File: src/rtl/io_uart_tx.sv
// io_uart_tx -- memory-mapped 8N1 UART transmitter with a small TX FIFO.
//
// Software pushes bytes through the TXDATA register into a FIFO. A baud
// state machine pops them and shifts them out on txd as start bit, 8 data
// bits LSB first and one stop bit, each lasting DIV clocks. Frames run back
// to back with no idle gap while bytes remain and tx_en is set.
//
// Register map (ioAddr[3:2]):
//   0 TXDATA  write pushes ioWtData[7:0], reads 0
//   1 STATUS  {count[7:4], overrun[3], empty[2], full[1], busy[0]},
//             writing 1 to bit3 clears overrun
//   2 CTRL    {irq_en[1], tx_en[0]}
//   3 DIV     clocks per bit [15:0]
//
// Ports:
//   clk      system clock, rising edge
//   rst      synchronous active-low reset
//   ioCe     I/O access enable
//   ioWe     write strobe, qualified by ioCe
//   ioAddr   byte address, only [3:2] decoded
//   ioWtData write data
//   ioRdData combinational read data, 0 when ioCe is low
//   txd      serial output, idles high
//   intr     registered level interrupt: irq_en & empty & ~busy
module io_uart_tx #(
  parameter int CLK_DIV    = 434,
  parameter int FIFO_DEPTH = 8
) (
  input  logic        clk,
  input  logic        rst,
  input  logic        ioCe,
  input  logic        ioWe,
  input  logic [31:0] ioAddr,
  input  logic [31:0] ioWtData,
  output logic [31:0] ioRdData,
  output logic        txd,
  output logic        intr
);

  localparam int         PTR_W     = $clog2(FIFO_DEPTH);
  localparam logic [3:0] DEPTH_CNT = 4'(FIFO_DEPTH);

  typedef enum logic [1:0] {IDLE, START, DATA, STOP} txStateT;

  txStateT          state, stateNext;
  logic [15:0]      cnt;
  logic [15:0]      activeDiv;
  logic [2:0]       bitIdx;
  logic [7:0]       shiftReg;
  logic [7:0]       mem [FIFO_DEPTH];
  logic [PTR_W-1:0] wrPtr, rdPtr;
  logic [3:0]       count;
  logic             overrun;
  logic             txEn, irqEn;
  logic [15:0]      divReg;

  logic       wrEn, push, pushFull, ovrClr;
  logic       doPop, bitEnd, busy, empty, full, canPop;
  logic [1:0] regSel;
  logic       unusedBits;

  assign unusedBits = ^{ioAddr[31:4], ioAddr[1:0], ioWtData[31:16]};

  assign regSel   = ioAddr[3:2];
  assign wrEn     = ioCe & ioWe;
  assign empty    = (count == 4'd0);
  assign full     = (count == DEPTH_CNT);
  assign busy     = (state != IDLE);
  // Fullness is judged on the pre-edge count, so a same-cycle pop never
  // rescues a push into a full FIFO.
  assign push     = wrEn && (regSel == 2'd0) && !full;
  assign pushFull = wrEn && (regSel == 2'd0) && full;
  assign ovrClr   = wrEn && (regSel == 2'd1) && ioWtData[3];
  assign canPop   = txEn && !empty;
  assign bitEnd   = (cnt == activeDiv - 16'd1);

  // Read mux
  always_comb begin
    ioRdData = 32'd0;
    if (ioCe) begin
      case (regSel)
        2'd1:    ioRdData = {24'd0, count, overrun, empty, full, busy};
        2'd2:    ioRdData = {30'd0, irqEn, txEn};
        2'd3:    ioRdData = {16'd0, divReg};
        default: ioRdData = 32'd0;
      endcase
    end
  end

  // Register file
  always_ff @(posedge clk) begin
    if (!rst) begin
      txEn    <= 1'b1;
      irqEn   <= 1'b0;
      divReg  <= 16'(CLK_DIV);
      overrun <= 1'b0;
      intr    <= 1'b0;
    end else begin
      if (wrEn && regSel == 2'd2) begin
        txEn  <= ioWtData[0];
        irqEn <= ioWtData[1];
      end
      if (wrEn && regSel == 2'd3) divReg <= ioWtData[15:0];
      // Set has priority over clear.
      if (pushFull)    overrun <= 1'b1;
      else if (ovrClr) overrun <= 1'b0;
      intr <= irqEn & empty & ~busy;
    end
  end

  // FIFO pointers and occupancy
  always_ff @(posedge clk) begin
    if (!rst) begin
      wrPtr <= '0;
      rdPtr <= '0;
      count <= 4'd0;
    end else begin
      if (push)  wrPtr <= wrPtr + 1'b1;
      if (doPop) rdPtr <= rdPtr + 1'b1;
      case ({push, doPop})
        2'b10:   count <= count + 4'd1;
        2'b01:   count <= count - 4'd1;
        default: count <= count;
      endcase
    end
  end

  always_ff @(posedge clk) begin
    if (push) mem[wrPtr] <= ioWtData[7:0];
  end

  // FSM state register
  always_ff @(posedge clk) begin
    if (!rst) state <= IDLE;
    else      state <= stateNext;
  end

  // FSM next state, pop request and serial output
  always_comb begin
    stateNext = state;
    doPop     = 1'b0;
    txd       = 1'b1;
    case (state)
      IDLE: begin
        if (canPop) begin
          doPop     = 1'b1;
          stateNext = START;
        end
      end
      START: begin
        txd = 1'b0;
        if (bitEnd) stateNext = DATA;
      end
      DATA: begin
        txd = shiftReg[0];
        if (bitEnd && bitIdx == 3'd7) stateNext = STOP;
      end
      STOP: begin
        if (bitEnd) begin
          // Chain straight into the next start bit when more data waits.
          if (canPop) begin
            doPop     = 1'b1;
            stateNext = START;
          end else begin
            stateNext = IDLE;
          end
        end
      end
      default: stateNext = IDLE;
    endcase
  end

  // Bit timing counters; divisor is frozen per frame at the pop
  always_ff @(posedge clk) begin
    if (!rst) begin
      cnt       <= 16'd0;
      bitIdx    <= 3'd0;
      activeDiv <= 16'd1;
    end else if (doPop) begin
      cnt       <= 16'd0;
      bitIdx    <= 3'd0;
      activeDiv <= (divReg == 16'd0) ? 16'd1 : divReg;
    end else if (state != IDLE) begin
      if (bitEnd) begin
        cnt <= 16'd0;
        if (state == DATA) bitIdx <= bitIdx + 3'd1;
      end else begin
        cnt <= cnt + 16'd1;
      end
    end
  end

  always_ff @(posedge clk) begin
    if (doPop)                      shiftReg <= mem[rdPtr];
    else if (state == DATA && bitEnd) shiftReg <= shiftReg >> 1;
  end

endmodule

File: config.mk
export PLATFORM = sky130hd
export DESIGN_NAME = io_uart_tx
export DESIGN_NICKNAME = d
export VERILOG_FILES = /design/src/rtl/io_uart_tx.sv
export SDC_FILE = /design/constraint.sdc
export NUM_CORES = 1
export LEC_CHECK = 0
export CAP_MARGIN = 5
export CORE_UTILIZATION = 40
export DETAILED_ROUTE_END_ITERATION = 10
export RECOVER_POWER = 50
export SLEW_MARGIN = 20
export SYNTH_ARGS = -nofsm -noshare
export SYNTH_HDL_FRONTEND = slang
export SYNTH_SLANG_ARGS = --single-unit
File: constraint.sdc
create_clock -name clk -period 3.82 [get_ports clk]
set_input_delay 0.573 -clock clk [delete_from_list [all_inputs] [get_ports clk]]
set_output_delay 0.573 -clock clk [all_outputs]
set_load 0.01 [all_outputs]
==> results.cfg <==
[power_and_ir_drop]
max-vdd-ir-drop_mv = 0.3784
p_per_area_nw_per_um2 = 639.4
p_leak_nw = 2.826

[clocking]
cts_buffers = 17
cts_setup_buffers = 0
cts_htree_levels = 4
post_cts_hold_buffer_count = 0
clock_tree_from_tritoncts = yes
insertion_delay_ns = 0.43
clk_transition_reported_paths_ns = 0.06
cts_root_buffer = sky130_fd_sc_hd__clkbuf_16
tritoncts_num_sinks = 142
max-clock-path-buffers = 2

[critical_path]
timing.critical_path.slowest_cell_delay_ns = 0.49
worstSetupStartpoint = activeDiv[1]$_SDFFE_PN0P_
reg_to_reg_slack_setup_ns = 0.25
rr_startpoint = activeDiv[1]$_SDFFE_PN0P_
worstPathBufferInverterCount = 1
crit_path_frequent_cell = sky130_fd_sc_hd__ha_4
worstSetupPathType = reg -> reg
cp_max_fanout = 8
worst_path_dominant_cell_family = simple AND/OR/NAND/NOR gates
r2r_end = count[2]$_SDFFE_PN0P_
critical_path.cell_chain = inv_1 > ha_4 > or3b_2 > or4_1 > a21oi_2 > o22ai_1 > nor4_4 > a21oi_4 > nor2_8 > ha_4 > xor2_1 > ha_1 > nor4b_2 > a21oi_1 > o311ai_1 > mux2i_1
critPathLaunchType = register
critPathSlowestCell = sky130_fd_sc_hd__or3b_2
worst_setup_path_end_kind = register
crit_arrival_ns = 3.94
required_time_at_the_worst_slack_endpoint_ns = 4.19
number_of_cells_traversed_by_the_worst_register_to_register_path = 16

[floorplanning]
area_of_the_core_sq_um = 16760
x_dimension_of_the_die_um = 133.5
die_area_sq_um = 17830
design.portCount = 102
fp.dieH_um = 133.5
floorplan.initialDensity_pct = 41.29
row_count = 47

[place]
preCtsSetupSlack_ns = 0.1796
detailed_place.area_sq_um = 7587
dp_hpwl_mm = 10.55
post_place_cells = 877
port-buffer-count = 39
finalWeightedCongestion = 0.8875

[routing]
drtAntennaViolNets = 0
met2_wirelength_mm = 6.878
initialDrtViolationCount = 270
detail_route.drc_violations = 0
routed_wirelength_mm = 14.98
detail_route.wl_per_cell_um = 16.48
met3RoutedLength_um = 501
detail_route.wirelength.met1_mm = 7.388
dr.max_layer_used = met4
dr.pass1.iters = 5
drt-vias-per-instance = 5.217
route.vias.total = 4742

[finish]
fin_cells = 909
drive_gt1_share_pct = 11.61
nets = 756
antenna-diode-count = 0
areaGrowthSynthToFinish_pct = 17.19
fin_area_sq_um = 8110

[sta]
timing.clock.skew_ns = 0.01052
period_needed_ns = 3.572
report.final.hold_viol_count = 0
setup_tns_ns = 0
rsz0062_at_grt = no
min_period_over_period_pct = 93.50
final-setup-viol-count = 0
maxSlewViolCount = 0
postLayoutSetupSlackWorst_ns = 0.2481
relSlewSlack_pct = 43.94
tightestPinTransition_ns = 0.8377
fmax_mhz = 280.0

[synth]
yosys_warnings = 0
synthArstFlopShare_pct = 0
synth-seq-cells = 142
synth_top_flop_cell = sky130_fd_sc_hd__edfxtp_1
seq_area_frac_synth_pct = 51.49
ys_top_cells_by_area = sky130_fd_sc_hd__edfxtp_1 31%, sky130_fd_sc_hd__dfxtp_1 20%, sky130_fd_sc_hd__mux2i_1 5.4%
synthesis.area_sq_um = 6920
post_synth.cell_area_avg_sq_um = 11.07
synthCells = 625
synth_enable_flop_cells = 72
synth_top_cell_by_area = sky130_fd_sc_hd__edfxtp_1
netlist-cell-type-count = 64
synth_top_area_share_pct = 31.24

[min_path]
whs_path_depth = 2
min-delay-path-class = reg -> reg
worstHoldEndpoint = state[1]$_SDFFE_PN0P_
min_from = state[1]$_SDFFE_PN0P_

[run]
timing.max_cap.violations = 0

[global_routing]
number_of_antenna_violations_at_the_first_check_in_global_routing = 0
grt_first_pass_wirelength_mm = 24.41
global_route.overflow_total = 0
largest_net_degree_at_the_start_of_global_routing = 42
grt_pass1_vias = 4585
globalRouteTotalUtil_pct = 18.05

[outcome]
status = finished, final reports clean
timing repair:
item / 4_1_cts / 5_1_grt
hold endpoints to repair: 0 / 0
gates resized for setup: 0 / 2
endpoints found under the setup margin: 0 / 10
kinds of logic (layout without fill, tap and decap cells):
group	after synthesis	after routing	synth area share [%]
AO/OA/AOI/OAI	75	75	7.160
XOR/XNOR	36	36	4.863
adder cells (fa/ha/maj)	12	12	2.170
buffers and inverters	58	107	4.556
flip-flops	142	142	51.49
multiplexers	54	54	10.72
other	1	16	0.05419
AND/OR/NAND/NOR	247	247	18.98
cells in the final DEF (no fill, tap or decap), drive strengths merged, types with 3 or more instances in the layout:
cell type and instances:
o21ai 10, edfxtp 72, xor2 13, nand2b 3
buf 17, nor2b 27, a21oi 25, and3 5
clkinv 5, o32ai 3, nor3 10, nand2 65
and2 17, a21boi 12, conb 16, or4 4
nor2 54, clkdlybuf4s50 27, nand4b 3, a21o 4
mux4 16, ha 12, nand3 24, nor4 10
inv 19, nor3b 5, o211ai 4, nand4 5
dfxtp 70, xnor2 22, nor4b 6, clkbuf 25
or3 3, mux2i 37, dlygate4sd3 12
cell usage after synthesis, drive strengths merged, types with 6 or more instances:
library cell	n
buf	26
xnor2	22
dfxtp	70
xor2	13
nand3	24
mux4	16
edfxtp	72
nor3	10
nand2	65
mux2i	37
clkbuf	19
a21boi	12
nor2b	27
nor2	54
nor4b	6
a21oi	25
nor4	10
inv	12
ha	12
o21ai	10
and2	17
worst max path at each step:
| stage | end | cells past startpoint | slack, ns |
|---|---|---|---|
| 3_5_place_dp | count[2]$_SDFFE_PN0P_ | 16 | 0.18 |
| 5_1_grt | count[2]$_SDFFE_PN0P_ | 16 | 0.003 |
| 6_report | count[2]$_SDFFE_PN0P_ | 16 | 0.25 |
| 2_1_floorplan | count[2]$_SDFFE_PN0P_ | 18 | 0.005 |
| 3_3_place_gp | count[2]$_SDFFE_PN0P_ | 16 | 0.21 |
| 4_1_cts | count[2]$_SDFFE_PN0P_ | 16 | 0.16 |
through the flow:
stage | total power, W | util [%] | hold slack, ns
2_1_floorplan | 0.003283 | - | 0.4569
3_3_place_gp | 0.003638 | 45.27 | 0.4781
3_5_place_dp | 0.003687 | 45.27 | 0.4984
4_1_cts | 0.005208 | 48.47 | 0.5073
5_1_grt | 0.005476 | 48.39 | 0.5245
6_report | 0.005185 | 48.39 | 0.5075
sequential cells by signal, summed over array words and instances, names as in the netlist, named ones only:
register   flops
rdPtr          3
count          4
txEn           1
bitIdx         3
shiftReg       8
activeDiv     16
wrPtr          3
irqEn          1
divReg        16
intr           1
mem           64
state          2
overrun        1
cnt           16
worst reg2reg max path, stage by stage (launching register included):
cell and delay (ns):
sky130_fd_sc_hd__dfxtp_1 0.33, sky130_fd_sc_hd__inv_1 0.12, sky130_fd_sc_hd__ha_4 0.19, sky130_fd_sc_hd__or3b_2 0.50, sky130_fd_sc_hd__or4_1 0.44, sky130_fd_sc_hd__a21oi_2 0.17, sky130_fd_sc_hd__o22ai_1 0.13, sky130_fd_sc_hd__nor4_4 0.26
sky130_fd_sc_hd__a21oi_4 0.13, sky130_fd_sc_hd__nor2_8 0.17, sky130_fd_sc_hd__ha_4 0.19, sky130_fd_sc_hd__xor2_1 0.07, sky130_fd_sc_hd__ha_1 0.23, sky130_fd_sc_hd__nor4b_2 0.21, sky130_fd_sc_hd__a21oi_1 0.07, sky130_fd_sc_hd__o311ai_1 0.09
sky130_fd_sc_hd__mux2i_1 0.21
report_power, final:
| group | leakage [nW] | total [W] | internal, W | switching, W |
|---|---|---|---|---|
| Sequential | 1.22 | 0.00190 | 0.00176 | 0.000139 |
| Clock | 0.257 | 0.00152 | 0.000842 | 0.000674 |
| Combinational | 1.35 | 0.00177 | 0.000767 | 0.00100 |
| Total | 2.83 | 0.00519 | 0.00337 | 0.00182 |
routing by layer:
metal	up-vias	GRT usage, %
met5	-	0
met4	0	7.134
met3	15	3.957
met2	104	27.75
met1	2303	24.74
li1	2320	-
final cells by class:
cell class	instances	area [sq um]
timing repair buffer	62	540.5
multi-input combinational	440	3146
clock buffer	19	432.9
tap	220	275.3
fill	1513	8650
sequential	142	3563
clock inverter	13	103.9
inverter	13	48.80
No activity file was read; power rests on OpenSTA's default activity.
